## src/rtl/reg_file_sb_if.sv

```systemverilog
// Decode/writeback bus for the scoreboarded register file.
interface reg_file_sb_if #(
  parameter int unsigned WIDTH = 16,
  parameter int unsigned AW    = 2
);
  localparam int unsigned NREGS = 1 << AW;

  logic [AW-1:0]    rr1;
  logic [AW-1:0]    rr2;
  logic             re1;
  logic             re2;
  logic [WIDTH-1:0] rd1;
  logic [WIDTH-1:0] rd2;
  logic [AW-1:0]    wr;
  logic [WIDTH-1:0] wd;
  logic             regwrite;
  logic             issue_valid;
  logic [AW-1:0]    issue_rd;
  logic             issue_ready;
  logic             busy1;
  logic             busy2;
  logic             hazard;
  logic [NREGS-1:0] pending;

  // Pipeline side: decode and writeback stages.
  modport master (
    output rr1, rr2, re1, re2, wr, wd, regwrite, issue_valid, issue_rd,
    input  rd1, rd2, issue_ready, busy1, busy2, hazard, pending
  );

  // Register file side.
  modport slave (
    input  rr1, rr2, re1, re2, wr, wd, regwrite, issue_valid, issue_rd,
    output rd1, rd2, issue_ready, busy1, busy2, hazard, pending
  );
endinterface

```

## src/rtl/reg_file_sb.sv

```systemverilog
// N x W register file with optional zero register, write-to-read bypass
// and a per-register pending-write scoreboard that drives the decode stall.
module reg_file_sb #(
  parameter int unsigned WIDTH    = 16,
  parameter int unsigned AW       = 2,
  parameter bit          ZERO_REG = 1'b1,
  parameter bit          BYPASS   = 1'b1
) (
  input  logic         clock,
  input  logic         reset_n,
  reg_file_sb_if.slave bus
);
  localparam int unsigned NREGS = 1 << AW;

  logic [WIDTH-1:0] mem [NREGS];
  logic [NREGS-1:0] pend;
  logic [NREGS-1:0] set_v;
  logic [NREGS-1:0] clr_v;
  logic             we;
  logic             busy1_c;
  logic             busy2_c;
  logic             hazard_c;
  logic             ready_c;

  // Writes to the hardwired zero register are dropped.
  assign we = bus.regwrite & ~(ZERO_REG & (bus.wr == '0));

  // Per-register scoreboard set (accepted issue) and clear (writeback) strobes.
  always_comb begin
    set_v = '0;
    clr_v = '0;
    for (int unsigned i = 0; i < NREGS; i++) begin
      set_v[i] = bus.issue_valid & ready_c & (bus.issue_rd == AW'(i));
      clr_v[i] = bus.regwrite & (bus.wr == AW'(i));
    end
  end

  for (genvar g = 0; g < NREGS; g++) begin : g_reg
    if (ZERO_REG && (g == 0)) begin : g_zero
      assign mem[g]  = '0;
      assign pend[g] = 1'b0;
    end else begin : g_impl
      logic [WIDTH-1:0] data_q;
      logic             pend_q;

      // Data storage, written at the rising edge by writeback.
      always_ff @(posedge clock or negedge reset_n) begin
        if (!reset_n) begin
          data_q <= '0;
        end else if (we && (bus.wr == AW'(g))) begin
          data_q <= bus.wd;
        end
      end

      // Pending bit: a new producer supersedes the retiring one.
      always_ff @(posedge clock or negedge reset_n) begin
        if (!reset_n) begin
          pend_q <= 1'b0;
        end else if (set_v[g]) begin
          pend_q <= 1'b1;
        end else if (clr_v[g]) begin
          pend_q <= 1'b0;
        end
      end

      assign mem[g]  = data_q;
      assign pend[g] = pend_q;
    end
  end

  // Combinational read ports with optional same-cycle forwarding.
  always_comb begin
    bus.rd1 = mem[bus.rr1];
    bus.rd2 = mem[bus.rr2];
    if (BYPASS && we && (bus.wr == bus.rr1)) bus.rd1 = bus.wd;
    if (BYPASS && we && (bus.wr == bus.rr2)) bus.rd2 = bus.wd;
  end

  // Effective busy status; with bypass a retiring write releases immediately.
  always_comb begin
    busy1_c  = pend[bus.rr1] & ~(BYPASS & clr_v[bus.rr1]);
    busy2_c  = pend[bus.rr2] & ~(BYPASS & clr_v[bus.rr2]);
    hazard_c = (bus.re1 & busy1_c) | (bus.re2 & busy2_c);
    ready_c  = ~hazard_c;
  end

  assign bus.busy1       = busy1_c;
  assign bus.busy2       = busy2_c;
  assign bus.hazard      = hazard_c;
  assign bus.issue_ready = ready_c;
  assign bus.pending     = pend;
endmodule

```

## src/flat_wrapper.sv

```systemverilog
// flat-port wrapper written by rule: the top's interface ports become plain ports
module reg_file_sb_flat 
#(
  parameter int unsigned WIDTH    = 16,
  parameter int unsigned AW       = 2,
  parameter bit          ZERO_REG = 1'b1,
  parameter bit          BYPASS   = 1'b1
)
  (clock, reset_n, bus_rr1, bus_rr2, bus_re1, bus_re2, bus_wr, bus_wd, bus_regwrite, bus_issue_valid, bus_issue_rd, bus_rd1, bus_rd2, bus_issue_ready, bus_busy1, bus_busy2, bus_hazard, bus_pending);
  reg_file_sb_if #(.WIDTH(WIDTH), .AW(AW)) bus_i ();
  input  logic clock;
  input  logic reset_n;
  input wire logic [$bits(bus_i.rr1)-1:0] bus_rr1;
  input wire logic [$bits(bus_i.rr2)-1:0] bus_rr2;
  input wire logic [$bits(bus_i.re1)-1:0] bus_re1;
  input wire logic [$bits(bus_i.re2)-1:0] bus_re2;
  input wire logic [$bits(bus_i.wr)-1:0] bus_wr;
  input wire logic [$bits(bus_i.wd)-1:0] bus_wd;
  input wire logic [$bits(bus_i.regwrite)-1:0] bus_regwrite;
  input wire logic [$bits(bus_i.issue_valid)-1:0] bus_issue_valid;
  input wire logic [$bits(bus_i.issue_rd)-1:0] bus_issue_rd;
  output wire logic [$bits(bus_i.rd1)-1:0] bus_rd1;
  output wire logic [$bits(bus_i.rd2)-1:0] bus_rd2;
  output wire logic [$bits(bus_i.issue_ready)-1:0] bus_issue_ready;
  output wire logic [$bits(bus_i.busy1)-1:0] bus_busy1;
  output wire logic [$bits(bus_i.busy2)-1:0] bus_busy2;
  output wire logic [$bits(bus_i.hazard)-1:0] bus_hazard;
  output wire logic [$bits(bus_i.pending)-1:0] bus_pending;
  assign bus_i.rr1 = bus_rr1;
  assign bus_i.rr2 = bus_rr2;
  assign bus_i.re1 = bus_re1;
  assign bus_i.re2 = bus_re2;
  assign bus_i.wr = bus_wr;
  assign bus_i.wd = bus_wd;
  assign bus_i.regwrite = bus_regwrite;
  assign bus_i.issue_valid = bus_issue_valid;
  assign bus_i.issue_rd = bus_issue_rd;
  assign bus_rd1 = bus_i.rd1;
  assign bus_rd2 = bus_i.rd2;
  assign bus_issue_ready = bus_i.issue_ready;
  assign bus_busy1 = bus_i.busy1;
  assign bus_busy2 = bus_i.busy2;
  assign bus_hazard = bus_i.hazard;
  assign bus_pending = bus_i.pending;
  reg_file_sb #(.WIDTH(WIDTH), .AW(AW), .ZERO_REG(ZERO_REG), .BYPASS(BYPASS)) u_core (.clock(clock), .reset_n(reset_n), .bus(bus_i));
endmodule
```

## config.mk

```make
export PLATFORM = sky130hd
export DESIGN_NAME = reg_file_sb_flat
export DESIGN_NICKNAME = d
export VERILOG_FILES = /design/src/rtl/reg_file_sb_if.sv /design/src/rtl/reg_file_sb.sv /design/src/flat_wrapper.sv
export SDC_FILE = /design/constraint.sdc
export NUM_CORES = 1
export LEC_CHECK = 0
export CORE_UTILIZATION = 50
export DETAILED_ROUTE_END_ITERATION = 10
export DONT_BUFFER_PORTS = 1
export GPL_TIMING_DRIVEN = 0
export REMOVE_ABC_BUFFERS = 1
export SKIP_CTS_REPAIR_TIMING = 1
export SYNTH_ARGS = -nofsm -noshare
export SYNTH_HDL_FRONTEND = slang
export SYNTH_SLANG_ARGS = --single-unit
```

## constraint.sdc

```tcl
create_clock -name clock -period 1.57 [get_ports clock]
set_input_delay 0.157 -clock clock [delete_from_list [all_inputs] [get_ports clock]]
set_output_delay 0.157 -clock clock [all_outputs]
set_load 0.01 [all_outputs]
```

---- Word-level counts from Yosys, hierarchy flattened ----
Cells that the tools add are included.
storage, ports and cells
  register bits after elaboration ......... 51
  input bits .............................. 30
  output and inout port bits .............. 40
cells by class
  order comparisons ....................... 4
  equality and inequality tests ........... 8
  mux-type cells .......................... 22
  bitwise logic cells ..................... 20
  reductions and logical operators ........ 9
operators with widths
  kind                  number
  $mux W16              6
  $bmux W16 S2          2
  $and A1 B1 Y1         13
  $mux W1               10
  $bmux W1 S2           4
  $eq A2 B2 Y1 const B  4
  $ge A3 B3 Y1 const B  2
  $lt A2 B3 Y1 const B  2
  $not A2 Y3            2
  $reduce_bool A2 Y1    3
  $logic_and A1 B1 Y1   5
  $eq A2 B1 Y1 const B  2
  $eq A2 B2 Y1          2
  $not A1 Y1            4
  $logic_not A2 Y1      1
  $or A1 B1 Y1          1

---- Logic depth before layout (Yosys ltp) ----
  word-level depth ........................ 12
  gate-level depth with buffers ........... 6
  mapped depth without buffers ............ 4

---- Worst setup path before layout ----
OpenSTA, ideal clock, no wires.
  kind .................................... reg-to-output
  start ................................... reg u_core.g_reg[3].g_impl.pend_q
  end ..................................... out bus_hazard
  arrival ................................. 1.230 ns
  slack ................................... 0.183 ns
  stages on the path, launching flop included .. 5
  path buffers ............................ 0
  cells stage by stage .................... dfrtp_1 > mux2i_1 > mux2_2 > a311oi_2 > or2_1
on the way
  word-level cells in the longest chain between the ends .. 5
RTL lines
  item                                     line                                  RTL
  start, declared                          reg_file_sb.sv:44                     logic pend_q;
  start signal, assigned                   reg_file_sb.sv:58                     pend_q <= 1'b0;
  start signal, assigned                   reg_file_sb.sv:60                     pend_q <= 1'b1;
  start signal, assigned                   reg_file_sb.sv:62                     pend_q <= 1'b0;
  $bmux W1 S2, on equally long branches    reg_file_sb.sv:81, reg_file_sb.sv:82
  $mux W1, on equally long branches        reg_file_sb.sv:81, reg_file_sb.sv:82
  $and A1 B1 Y1, on equally long branches  reg_file_sb.sv:81, reg_file_sb.sv:82
  $and A1 B1 Y1                            reg_file_sb.sv:83                     hazard_c = (bus.re1 & busy1_c) | (bus.re2 & busy2_c);
  $or A1 B1 Y1 *                           reg_file_sb.sv:83
  end, declared                            flat_wrapper.sv:27                    output wire logic [$bits(bus_i.hazard)-1:0] bus_hazard;
Mark *: on every way between the ends. The rest lies on a longest branch, timed or not. The select of a mux whose other input is x is not followed.

---- Final worst setup path ----
  start ................................... reg u_core.g_reg[1].g_impl.pend_q
  end ..................................... out bus_hazard
on the way
  word-level cells in the longest chain between the ends .. 5
RTL lines
  item                                     line
  start, declared                          reg_file_sb.sv:44
  start signal, assigned                   reg_file_sb.sv:58
  start signal, assigned                   reg_file_sb.sv:60
  start signal, assigned                   reg_file_sb.sv:62
  $bmux W1 S2, on equally long branches    reg_file_sb.sv:81, reg_file_sb.sv:82
  $mux W1, on equally long branches        reg_file_sb.sv:81, reg_file_sb.sv:82
  $and A1 B1 Y1, on equally long branches  reg_file_sb.sv:81, reg_file_sb.sv:82
  $and A1 B1 Y1                            reg_file_sb.sv:83
  $or A1 B1 Y1 *                           reg_file_sb.sv:83
Marked as above.

==> flow_metrics.py <==
metrics = {
    "power_and_ir_drop": {
        "irDropWorstVdd_mv": 0.863,
        "power.density_nw_per_um2": 1010,
        "power.leakage_nw": 1.46,
    },
    "cells_and_area": {
        "diodes": 0,
        "area_delta_synth_final_pct": 11.3,
        "stdcell_count": 371,
        "final_nets": 326,
        "fillers": 520,
        "drive_gt1_share_pct": 38.2,
    },
    "logic_synthesis": {
        "synth_top_area_cell": "dfrtp_1",
        "synth-seq-area-share_pct": 40.2,
        "synthCells": 291,
        "ys.flop_type": "dfrtp_1",
        "ys_warn_count": 0,
        "syn_area_sq_um": 3180,
        "async_reset_ff_share_pct": 100,
        "avgSynthCellArea_sq_um": 10.9,
        "netlist_top_cells_area": "dfrtp_1 40%, mux2_2 28%, a22oi_1 7.3%",
        "synth_edf_count": 0,
        "ys_types": 29,
        "ys_ff_latch": 51,
        "synth_top_area_share_pct": 40.2,
    },
    "status": {
        "outcome": "finished, violations left",
        "violations": "negative setup slack",
    },
    "worst_setup_path": {
        "path_class": "flip-flop to primary output",
        "cp.arrival_ns": 1.57,
        "r2r_end": "u_core.g_reg[3].g_impl.pend_q$_DFFE_PN0P_",
        "regToRegStartpoint": "u_core.g_reg[1].g_impl.pend_q$_DFFE_PN0P_",
        "crit_path_start_kind": "flip-flop",
        "r2r_slack_ns": 0.15,
        "cp-end-kind": "primary output",
        "crit_required_ns": 1.41,
        "r2r_cells": 5,
        "worstPathMaxFanout": 4,
    },
    "timing": {
        "finalSetupViolCount": 3,
        "min_period_ns": 1.72,
        "rsz0062_at_grt": "true",
        "tns_ns": -0.311,
        "fin_hold_ws_ns": 0.00206,
        "finalHoldViolations": 0,
        "finClkSkew_ns": 0.000563,
        "slew_violations": 0,
        "worst_slack_ns": -0.154,
        "clock.fmax_mhz": 580,
        "tightest_slew_ns": 0.587,
        "finalCritPeriodShare_pct": 110,
        "slew_headroom_pct": 60.7,
    },
    "detailed_routing": {
        "dr.pass1.iters": 4,
        "vias": 2281,
        "drc_errors": 0,
        "routedWlPerCell_um": 20.0,
        "vias_per_cell": 6.15,
        "wirelength_um": 7430,
        "drt-initial-drc-count": 141,
        "antenna_left": 0,
    },
    "placed_design": {
        "place_congestion": 0.713,
        "dpl.hpwl_um": 4410,
        "portBuffers": 0,
        "dp.cells": 341,
    },
    "floorplanning": {
        "io_pins": 70,
        "core_area_sq_um": 6030,
        "die-area_sq_um": 6680,
        "initial_core_util_pct": 52.7,
        "rows": 28,
        "die_w_um": 81.7,
        "die_y_um": 81.7,
    },
    "clock_network": {
        "clk_latency_ns": 0.29,
        "cts-root-buf": "clkbuf_8",
        "clock_path_buffers": 2,
        "cts_tree": "done",
        "clk_pin_slew_worst_paths_ns": 0.09,
        "clock_sinks": 51,
        "cts_max_level": 2,
        "cts_buffers": 5,
    },
    "global_routing": {
        "grt_pass1_wl_um": 10700,
        "track_usage_pct": 21.9,
        "first_global_vias": 2076,
        "grt_start_max_net_pins": 52,
        "gr-total-overflow": 0,
        "antenna_found_initial": 0,
    },
    "worst_hold_path": {
        "worstHoldPathCells": 1,
        "holdCritPathClass": "primary input to flip-flop",
        "worstHoldStart": "bus_wd[1]",
        "holdPathEnd": "u_core.g_reg[2].g_impl.data_q[1]$_DFFE_PN0P_",
    },
    "job": {
        "drv_cap": 0,
    },
}
-- flip-flops by register name, indices dropped and copies added, names as in the netlist --
register and count:
u_core.g.g_impl.data_q 48, u_core.g.g_impl.pend_q 3
-- power by group --
part / switching [mW] / internal [mW] / total (mW)
logic: 0.482 / 0.580 / 1.06
clock network: 0.412 / 0.347 / 0.759
registers: 0.194 / 1.57 / 1.76
total: 1.09 / 2.50 / 3.58
-- worst max-delay path by stage --
stage	endpoint	slack [ns]	from	cells after the start
after floorplan	bus_rd1[0]	-0.31	bus_wr[0]	3
after global placement	bus_rd1[12]	-0.98	bus_wr[0]	2
after CTS	bus_hazard	-0.34	u_core.g_reg[1].g_impl.pend_q$_DFFE_PN0P_	4
final	bus_hazard	-0.15	u_core.g_reg[1].g_impl.pend_q$_DFFE_PN0P_	4
after global routing	bus_hazard	-0.22	u_core.g_reg[1].g_impl.pend_q$_DFFE_PN0P_	4
after detailed placement	bus_rd1[12]	-0.08	bus_rr1[1]	4
-- metal layers --
metal / routed length [um] / track usage, % / up-vias / part of all wire (%)
li1: - / - / 1071 / -
met1: 3460 / 30.1 / 1119 / 47
met2: 3430 / 35.7 / 84 / 46
met3: 477 / 4.78 / 7 / 6.4
met4: 59 / 4.21 / 0 / 0.79
met5: 0 / 0 / - / 0
-- worst max-delay path, cell delays in order (launching register included) --
cell	delay [ns]
dfrtp_2	0.42
mux2i_1	0.10
mux2_4	0.28
a311oi_4	0.27
or2_1	0.21
-- through the flow --
step,area [sq um],util (%),power (mW),setup slack (ns)
2_1_floorplan,3020,-,2.55,-0.308
3_3_place_gp,3120,51.7,2.69,-0.983
3_5_place_dp,3160,52.5,2.73,-0.0841
4_1_cts,3250,53.9,3.48,-0.341
5_1_grt,3540,58.7,3.81,-0.219
6_report,3540,58.7,3.58,-0.154
-- layout make-up --
cell class,count,area [sq um],share of cell area (%)
clock buffer,6,82.6,2.34
clock inverter,1,5.00,0.142
inverter,2,7.51,0.212
multi-input combinational,211,1800,51.0
sequential,51,1280,36.2
tap,75,93.8,2.65
timing repair buffer,25,263,7.43
-- cells in the final DEF (no fill, tap or decap) --
cell type,instances
mux2_2,78
dfrtp_1,48
nor2_1,34
a21oi_1,33
a22oi_1,31
dlygate4sd3_1,16
nand2_1,6
clkbuf_8,6
buf_4,6
xnor2_2,4
o31ai_1,3
dfrtp_2,3
o2111ai_4,2
mux2i_1,2
mux2_4,2
inv_1,2
a311oi_4,2
nand3b_1,2
mux2_1,2
buf_8,2
nor2b_4,1
and2b_2,1
or2_1,1
a31oi_2,1
a31oi_1,1
nand3_2,1
nand3b_2,1
nand3b_4,1
nand3_1,1
conb_1,1
clkinv_2,1
buf_16,1
-- cell usage after synthesis, types with 2 or more instances --
master / n
mux2_2: 79
dfrtp_1: 51
nor2_1: 34
a21oi_1: 33
a22oi_1: 31
buf_2: 16
buf_4: 7
nand2_1: 6
xnor2_2: 4
clkbuf_1: 3
o31ai_1: 3
a31oi_1: 2
inv_1: 2
mux2_1: 2
mux2i_1: 2
nand3b_1: 2
o2111ai_1: 2
-- kinds of logic (layout without fill, tap and decap cells) --
kind of cell           Yosys count  after routing  share of synthesized area, %
XOR/XNOR                         4              4                          2.05
multiplexers                    84             84                          29.8
AO/OA/AOI/OAI                   73             73                          15.5
AND/OR/NAND/NOR                 49             49                          7.28
other                            1              1                         0.118
flip-flops                      51             51                          40.2
buffers and inverters           29             34                          5.12
(Power assumes the default switching activity.)
